## src/rtl/uart_tx_mmio.sv

```systemverilog
// Memory-mapped 8N1 UART transmitter with a small TX FIFO on the load/store data bus.
// Optional build macro UART_TX_IRQ_EN adds a registered irq output (idle and drained).
module uart_tx_mmio #(
    parameter logic [31:0] BASE_ADDR   = 32'h0000_1000,
    parameter int          FIFO_DEPTH  = 4,
    parameter logic [15:0] DEFAULT_DIV = 16'd867
) (
    input  logic        clk,
    input  logic        rst,
    input  logic        cs,
    input  logic        wr,
    input  logic [3:0]  mask,
    input  logic [31:0] addr,
    input  logic [31:0] data_wr,
    output logic [31:0] data_rd,
    output logic        tx
`ifdef UART_TX_IRQ_EN
    ,
    output logic        irq
`endif
);

    localparam int PTR_W = (FIFO_DEPTH > 1) ? $clog2(FIFO_DEPTH) : 1;
    localparam int CNT_W = $clog2(FIFO_DEPTH) + 1;

    localparam logic [1:0] ST_IDLE  = 2'd0;
    localparam logic [1:0] ST_START = 2'd1;
    localparam logic [1:0] ST_DATA  = 2'd2;
    localparam logic [1:0] ST_STOP  = 2'd3;

    localparam logic [1:0] REG_TXDATA  = 2'd0;
    localparam logic [1:0] REG_STATUS  = 2'd1;
    localparam logic [1:0] REG_BAUDDIV = 2'd2;
    localparam logic [1:0] REG_CTRL    = 2'd3;

    function automatic logic [PTR_W-1:0] ptr_inc(input logic [PTR_W-1:0] p);
        return p + PTR_W'(1);
    endfunction

    logic             sel;
    logic [1:0]       reg_idx;
    logic             wr_en;
    logic             push_req;
    logic             push_ok;
    logic             pop;
    logic             ovf_set;
    logic             ovf_clr;

    logic [7:0]       fifo_mem [FIFO_DEPTH];
    logic [PTR_W-1:0] head;
    logic [PTR_W-1:0] tail;
    logic [CNT_W-1:0] fifo_count;
    logic             fifo_full;
    logic             fifo_empty;
    logic [3:0]       count_nib;

    logic [15:0]      bauddiv;
    logic             tx_en;
    logic             irq_en;
    logic             overflow;
    logic             irq_flag;

    logic [1:0]       state;
    logic [15:0]      div_q;
    logic [15:0]      baud_cnt;
    logic [2:0]       bit_idx;
    logic [7:0]       shift;
    logic             tx_q;
    logic             bit_end;
    logic             busy;

    logic             unused_bits;

    assign sel      = cs && (addr[31:4] == BASE_ADDR[31:4]);
    assign reg_idx  = addr[3:2];
    assign wr_en    = sel && wr;
    assign push_req = wr_en && (reg_idx == REG_TXDATA) && mask[0];
    assign ovf_clr  = wr_en && (reg_idx == REG_STATUS) && mask[0] && data_wr[3];

    assign fifo_full  = (fifo_count == CNT_W'(FIFO_DEPTH));
    assign fifo_empty = (fifo_count == '0);
    assign count_nib  = 4'(fifo_count);

    assign bit_end = (baud_cnt == 16'd0);
    assign busy    = (state != ST_IDLE);

    // A new frame is loaded from IDLE, or straight out of a finished stop bit.
    assign pop = tx_en && !fifo_empty &&
                 ((state == ST_IDLE) || ((state == ST_STOP) && bit_end));

    // A pop in the same cycle frees the slot a push into a full FIFO needs.
    assign push_ok = push_req && (!fifo_full || pop);
    assign ovf_set = push_req && fifo_full && !pop;

    assign unused_bits = &{1'b0, data_wr[31:16], mask[3:2], addr[1:0]};

    always_ff @(posedge clk) begin
        if (push_ok) begin
            fifo_mem[tail] <= data_wr[7:0];
        end
    end

    always_ff @(posedge clk) begin
        if (rst) begin
            head       <= '0;
            tail       <= '0;
            fifo_count <= '0;
        end else begin
            if (push_ok) begin
                tail <= ptr_inc(tail);
            end
            if (pop) begin
                head <= ptr_inc(head);
            end
            case ({push_ok, pop})
                2'b10:   fifo_count <= fifo_count + CNT_W'(1);
                2'b01:   fifo_count <= fifo_count - CNT_W'(1);
                default: fifo_count <= fifo_count;
            endcase
        end
    end

    always_ff @(posedge clk) begin
        if (rst) begin
            bauddiv  <= DEFAULT_DIV;
            tx_en    <= 1'b1;
            irq_en   <= 1'b0;
            overflow <= 1'b0;
        end else begin
            if (wr_en && (reg_idx == REG_BAUDDIV)) begin
                if (mask[0]) begin
                    bauddiv[7:0] <= data_wr[7:0];
                end
                if (mask[1]) begin
                    bauddiv[15:8] <= data_wr[15:8];
                end
            end
            if (wr_en && (reg_idx == REG_CTRL) && mask[0]) begin
                tx_en  <= data_wr[0];
                irq_en <= data_wr[1];
            end
            if (ovf_set) begin
                overflow <= 1'b1;
            end else if (ovf_clr) begin
                overflow <= 1'b0;
            end
        end
    end

    always_ff @(posedge clk) begin
        if (pop) begin
            shift <= fifo_mem[head];
        end else if ((state == ST_DATA) && bit_end) begin
            shift <= {1'b0, shift[7:1]};
        end
    end

    // tx is registered alongside the state so the line never glitches on decode.
    always_ff @(posedge clk) begin
        if (rst) begin
            state    <= ST_IDLE;
            div_q    <= DEFAULT_DIV;
            baud_cnt <= 16'd0;
            bit_idx  <= 3'd0;
            tx_q     <= 1'b1;
        end else begin
            case (state)
                ST_IDLE: begin
                    tx_q <= 1'b1;
                    if (pop) begin
                        state    <= ST_START;
                        div_q    <= bauddiv;
                        baud_cnt <= bauddiv;
                        bit_idx  <= 3'd0;
                        tx_q     <= 1'b0;
                    end
                end
                ST_START: begin
                    if (bit_end) begin
                        state    <= ST_DATA;
                        baud_cnt <= div_q;
                        tx_q     <= shift[0];
                    end else begin
                        baud_cnt <= baud_cnt - 16'd1;
                    end
                end
                ST_DATA: begin
                    if (bit_end) begin
                        baud_cnt <= div_q;
                        bit_idx  <= bit_idx + 3'd1;
                        if (bit_idx == 3'd7) begin
                            state <= ST_STOP;
                            tx_q  <= 1'b1;
                        end else begin
                            tx_q  <= shift[1];
                        end
                    end else begin
                        baud_cnt <= baud_cnt - 16'd1;
                    end
                end
                ST_STOP: begin
                    if (bit_end) begin
                        if (pop) begin
                            state    <= ST_START;
                            div_q    <= bauddiv;
                            baud_cnt <= bauddiv;
                            bit_idx  <= 3'd0;
                            tx_q     <= 1'b0;
                        end else begin
                            state <= ST_IDLE;
                            tx_q  <= 1'b1;
                        end
                    end else begin
                        baud_cnt <= baud_cnt - 16'd1;
                    end
                end
                default: begin
                    state <= ST_IDLE;
                    tx_q  <= 1'b1;
                end
            endcase
        end
    end

    assign tx = tx_q;

`ifdef UART_TX_IRQ_EN
    always_ff @(posedge clk) begin
        if (rst) begin
            irq <= 1'b0;
        end else begin
            irq <= irq_en && fifo_empty && (state == ST_IDLE);
        end
    end
    assign irq_flag = irq;
`else
    assign irq_flag = 1'b0;
`endif

    always_comb begin
        data_rd = 32'h0;
        if (sel && !wr) begin
            case (reg_idx)
                REG_STATUS:  data_rd = {23'h0, irq_flag, count_nib, overflow,
                                        fifo_empty, fifo_full, busy};
                REG_BAUDDIV: data_rd = {16'h0, bauddiv};
                REG_CTRL:    data_rd = {30'h0, irq_en, tx_en};
                default:     data_rd = 32'h0;
            endcase
        end
    end

endmodule

```

## config.mk

```make
export PLATFORM = sky130hd
export DESIGN_NAME = uart_tx_mmio
export DESIGN_NICKNAME = d
export VERILOG_FILES = /design/src/rtl/uart_tx_mmio.sv
export SDC_FILE = /design/constraint.sdc
export NUM_CORES = 1
export LEC_CHECK = 0
export CAP_MARGIN = 20
export CORE_AREA = 3 3 113 115
export CTS_CLUSTER_SIZE = 12
export DETAILED_ROUTE_END_ITERATION = 10
export DIE_AREA = 0 0 116 118
export GPL_ROUTABILITY_DRIVEN = 0
export PLACE_DENSITY = 0.74
export SLEW_MARGIN = 20
export SYNTH_ARGS = -nofsm -noshare
export SYNTH_HDL_FRONTEND = slang
export SYNTH_SLANG_ARGS = --single-unit
```

## constraint.sdc

```tcl
create_clock -name clk -period 2.8 [get_ports clk]
set_clock_uncertainty 0.15 [all_clocks]
set_input_delay 0.56 -clock clk [delete_from_list [all_inputs] [get_ports clk]]
set_output_delay 0.56 -clock clk [all_outputs]
set_load 0.005 [all_outputs]
```

* After elaboration in Yosys (flattened, before gate mapping) *
Memories as Yosys holds them, arrays and structs flattened. A register that Yosys moved wholly into a read port is not among the register bits.
Cells that the tools add are included.

word-level totals
  bits in registers = 72
  memory bits (writable) = 32
  input port bits = 72
  output and inout port bits = 33
  word-level logic and storage cells = 113
  memories = 1

operators by class
  add/sub/neg operators = 6
  equal/unequal tests = 16
  mux-type cells = 35
  reduce and logical (&&, ||, !) cells = 41

memories
  memory    words  width  rd ports  clocked after Yosys merged registers in  write ports  RTL line  RTL
  fifo_mem  4      8      1         1                                        1            49        logic [7:0] fifo_mem [FIFO_DEPTH];

operators with widths
  cell                   number
  $mux 16                6
  $pmux 16 s3            2
  $pmux 16 s2            1
  $eq 28x9->1 const B    1
  $logic_and 1x1->1      18
  $logic_not 16->1       1
  $mux 8                 2
  $sub 16x1->16 const B  1
  $mux 2                 7
  $eq 2x2->1 const B     5
  $mux 1                 10
  $reduce_bool 2->1      5
  $mux 3                 3
  $pmux 3 s3             1
  $ne 2x2->1 const B     4
  $pmux 2 s4             1
  $add 3x1->3 const B    2
  $eq 2x1->1 const B     3
  $eq 3x3->1 const B     2
  $pmux 3 s2             1
  $reduce_and 2->1       3
  $reduce_and 3->1       2
  $reduce_and 5->1       1
  $add 2x1->2 const B    2
  9 further kinds        14

* Logic depth before layout (Yosys ltp) *
  depth in word-level cells = 8
  mapped depth = 12
  mapped depth without buffers = 11

* Least setup slack after synthesis *
OpenSTA, ideal clock, no wires.

  path type = input to register
  from = in addr[4]
  to = mem fifo_mem[0][0] (enable)
  setup time = 0.332 ns
  arrival time = 2.371 ns
  required time = 2.318 ns
  setup slack = -0.053 ns
  stages = 4
  buffers on the path = 0
  cells stage by stage = or4_4 > or4_4 > a2111oi_4 > and2_1

between the ends
  longest elaborated chain between the ends = 8

ends and longest elaborated chain
  what                            RTL line  RTL
  from (decl)                     13        input logic [31:0] addr,
  $eq 28x9->1                     74        assign sel = cs && (addr[31:4] == BASE_ADDR[31:4]);
  $logic_and 1x1->1               74
  $logic_and 1x1->1               76        assign wr_en = sel && wr;
  $logic_and 1x1->1 (2 in a row)  77        assign push_req = wr_en && (reg_idx == REG_TXDATA) && mask[0];
  $logic_and 1x1->1               92        assign push_ok = push_req && (!fifo_full || pop);
  $mux 1                          98        if (push_ok) begin
  $mux 1 (not written as such)    99        fifo_mem[tail] <= data_wr[7:0];
  to (decl)                       49

Every way passes these cells.

* Final worst setup path *
  from = in addr[14]
  to = out data_rd[7]

between the ends
  longest elaborated chain between the ends = 4

ends and longest elaborated chain
  what               RTL line  RTL
  $eq 28x9->1        74
  $logic_and 1x1->1  74
  $logic_and 1x1->1  242       if (sel && !wr) begin
  $mux 16            242
  to (decl)          15        output logic [31:0] data_rd,

Every way passes these cells.

==> summary.txt <==
Logic synthesis
  • Seq/Total Area, Yosys: 0.460
  • Mapped Area: roughly 5500 µm²
  • Syn avg cell area: about 9.5 µm²
  • Synth Register Bits: about 110
  • Cell count after synthesis: around 580
  • Ys flop type: dfxtp_1
  • Post-synth EDFFs: 40
  • Ys Warns: 0
  • Async set-reset flop share out of synthesis: 0
  • Unique cell type count in the Yosys netlist: between 60 and 70

Critical path
  • Critical-path cell list: dlygate4sd2_1, nor4b_2, nand2_1, nor4b_4, nand2b_1, nor2_2, buf_2, buf_6, buf_6, and2_4, buf_6
  • Startpoint Class: input port
  • Max stage delay cell, worst path: nor4b_4
  • RR Endpoint: fifo_count[2]
  • Worst Setup SP: addr[14]
  • CP Class: input port to output port
  • Depth of the most critical reg-to-reg path: 10
  • Worst Path Arrival: about 2.3 ns
  • R2R Setup Slk: 0.13 ns
  • Largest stage delay, worst path: 0.30 ns
  • WP data required: roughly 2.1 ns
  • Worst setup EP type: output port
  • Reg-to-reg critical path startpoint: baud_cnt[0]
  • Crit-path max FO: 3
  • Most frequent CP cell: buf_6
  • Worst Setup EP: data_rd[7]

GRT
  • Gr busiest metal: met2
  • Number of global-route vias before repair: ~4700
  • Met2 usage: 0.341
  • M3 GR Usage: 0.0483
  • GR Overflow Total: 0
  • Initial antenna violation count: 0
  • Largest net degree at the start of global routing: 27
  • GR Util All Layers: 0.211
  • First-pass GRT wire length: around 23000 µm
  • Met1 Use GR: 0.281

Clock tree
  • Buffer depth of the longest clock path: 2
  • Sink Count: between 100 and 150
  • CTS clock-pin slew for the worst setup and hold paths: roughly 0.070 ns
  • CTS H-tree depth: 3
  • CTS root buffer: clkbuf_16
  • CTS tree: done
  • Hold Buf Count CTS: 0
  • Clock Latency Late Sink: 0.35 ns
  • CTS buffer count: 9

Place
  • Dpl ws: -0.804 ns
  • PortBufs: 68
  • # placed instances: between 800 and 900
  • Placed inst area: roughly 6500 µm²
  • Hpwl dp: between 9000 and 10000 µm

Drt
  • Vias per inst: around 5.6
  • Drt pass-1 iters: 6
  • 1st-iter DRT viols: 328
  • Residual DRC: 0
  • Routed WL: ~14000 µm
  • Vias: ~4700
  • Routed WL per cell: about 17 µm
  • Post-route ant nets: 0

Final layout
  • Post-Layout Inst Area: around 7000 µm²
  • Fin util: 0.590
  • Layout cells sized above 1: 0.222
  • N_diodes: 0
  • Post-Layout Cell Count: about 830
  • Layout area overhead: 28.1%
  • Final Net Count: ~760

STA
  • Worst slew pin tran: slightly below 0.7 ns
  • Fin. Hold Viols: 0
  • Period minus WS final: between 3 and 4 ns
  • Setup_tns: -1.35 ns
  • Setup-failing EPs final: 11
  • Fin. max-slew vios: 0
  • Fmax: 0.331 GHz
  • Final period util: 1.08
  • RSZ-0062 raised after global routing: yes
  • Setup WS post-layout: -0.218 ns
  • Headroom to the max-slew limit: 0.545

Run status
  • Outcome: complete, but fails checks
  • Failing checks: setup timing

Die
  • Starting density of the core: 0.461
  • Die area: 13700 µm²
  • Core footprint: ~12000 µm²
  • Row Count: 40
  • Die extent in x: roughly 120 µm
  • I/O Pins: around 110
  • Die H: ~120 µm

Power and ir drop
  • Leak Pwr: around 2.7 nW
  • VDD IR max: 0.622 mV
  • PwrDens: between 900 and 1000 nW/µm²

Hold path
  • HP Class: register to register
  • Hold path start: div_q[4]

Run
  • Max-cap viol count: 0
-- metal layers --
layer / up-vias / routed length, µm / part of all wire
met3: 26 / 947 / 0.067
met4: 0 / 217 / 0.015
li1: 2238 / - / -
met1: 2228 / 5990 / 0.42
met2: 180 / 7020 / 0.50
met5: - / 0 / 0
-- cells in the final DEF (no fill, tap or decap), types with 5 or more instances in the layout --
| cell | n |
|---|---|
| and2_1 | 5 |
| buf_2 | 14 |
| inv_1 | 14 |
| nor2_4 | 7 |
| mux2i_1 | 16 |
| nand2b_1 | 7 |
| clkbuf_2 | 6 |
| mux4_2 | 8 |
| dfxtp_1 | 66 |
| ha_1 | 13 |
| nand3b_1 | 8 |
| a22oi_1 | 18 |
| nor2_1 | 40 |
| dlygate4sd2_1 | 5 |
| xnor2_1 | 8 |
| nand3_1 | 10 |
| clkbuf_16 | 9 |
| a211o_1 | 7 |
| buf_4 | 43 |
| xor2_1 | 8 |
| clkdlybuf4s50_1 | 24 |
| o21ai_0 | 15 |
| nand2_1 | 92 |
| clkdlybuf4s15_1 | 9 |
| edfxtp_1 | 40 |
| nor3_1 | 8 |
| nor2b_1 | 10 |
| and2_4 | 10 |
| buf_6 | 18 |
| conb_1 | 16 |
| a21oi_1 | 32 |
-- synthesized netlist by cell type, drive strengths merged, types with 4 or more instances --
library cell,n,share of area
nor4,9,0.013
nor4b,4,0.0064
dfxtp,66,0.24
a22oi,18,0.025
nand4,4,0.0046
nor2,48,0.033
nand2b,7,0.0080
o2bb2ai,4,0.0064
mux2i,16,0.029
mux2,4,0.0082
edfxtp,40,0.22
a21oi,33,0.030
ha,14,0.032
o21ai,16,0.015
nor3,10,0.010
inv,14,0.0096
nand3,10,0.0091
and3,4,0.0046
xnor2,8,0.013
xor2,8,0.013
a31oi,4,0.0046
a211o,7,0.011
mux4,8,0.033
or2,4,0.0046
nor2b,10,0.011
buf,28,0.033
and2,15,0.017
clkbuf,20,0.014
nand2,92,0.063
nand3b,8,0.011
-- how the worst min path moves through the flow --
stage,end,slack (ns),depth (start not counted)
6_report,div_q[4],0.31,2
5_1_grt,div_q[15],0.33,2
4_1_cts,div_q[4],0.31,2
3_5_place_dp,div_q[4],0.30,2
3_3_place_gp,div_q[15],0.29,2
2_1_floorplan,div_q[12],0.29,2
-- flip-flops by register name, summed over array words and instances (netlist names), 2 cells and up, named ones only --
signal	count
baud_cnt	16
bauddiv	16
bit_idx	3
div_q	16
fifo_count	3
fifo_mem	32
head	2
shift	8
state	2
tail	2
-- stage by stage --
stage / hold WS, ns / power [W]
6_report: 0.312 / 0.00699
5_1_grt: 0.333 / 0.00743
4_1_cts: 0.315 / 0.00691
3_5_place_dp: 0.304 / 0.00548
3_3_place_gp: 0.294 / 0.00540
2_1_floorplan: 0.286 / 0.00437
-- logic make-up (layout without fill, tap and decap cells) --
family / count (synthesis) / after routing / share of synthesized area
AND/OR/NAND/NOR: 235 / 235 / 0.211
AO/OA/AOI/OAI: 113 / 113 / 0.142
flip-flops: 106 / 106 / 0.460
buffers and inverters: 62 / 152 / 0.0558
multiplexers: 28 / 28 / 0.0702
XOR/XNOR: 16 / 16 / 0.0255
adder cells (fa/ha/maj): 15 / 15 / 0.0356
other: 1 / 16 / 0.000683
-- cell type report --
class                           instances  area, µm²
Sequential cell                       106       2520
Clock inverter                          6        108
Inverter                               14       52.6
Fill cell                             981       4880
Multi-Input combinational cell        423       2880
Clock buffer                           10        229
Tap cell                              147        184
Timing Repair Buffer                  122       1060
-- report_power, final --
group / internal, W / switching [W] / leakage (nW)
logic: 0.00140 / 0.00208 / 1.64
clock network: 0.000808 / 0.000604 / 0.164
registers: 0.00189 / 0.000209 / 0.898
-- worst max-delay path, delay by kind of cell --
kind | cells | cell delay [ns]
buffers and inverters | 5 | 0.67
AND/OR/NAND/NOR | 6 | 1.08
-- what timing repair did --
action / in CTS / in global routing
hold endpoints to repair: 0 / 0
setup buffers: 7 / 2
pin swaps: 14 / 16
gates resized for setup: 127 / 57
gates cloned: 1 / 0
endpoints found under the setup margin: 51 / 50
Note: power is estimated with default switching activity, not from simulation.
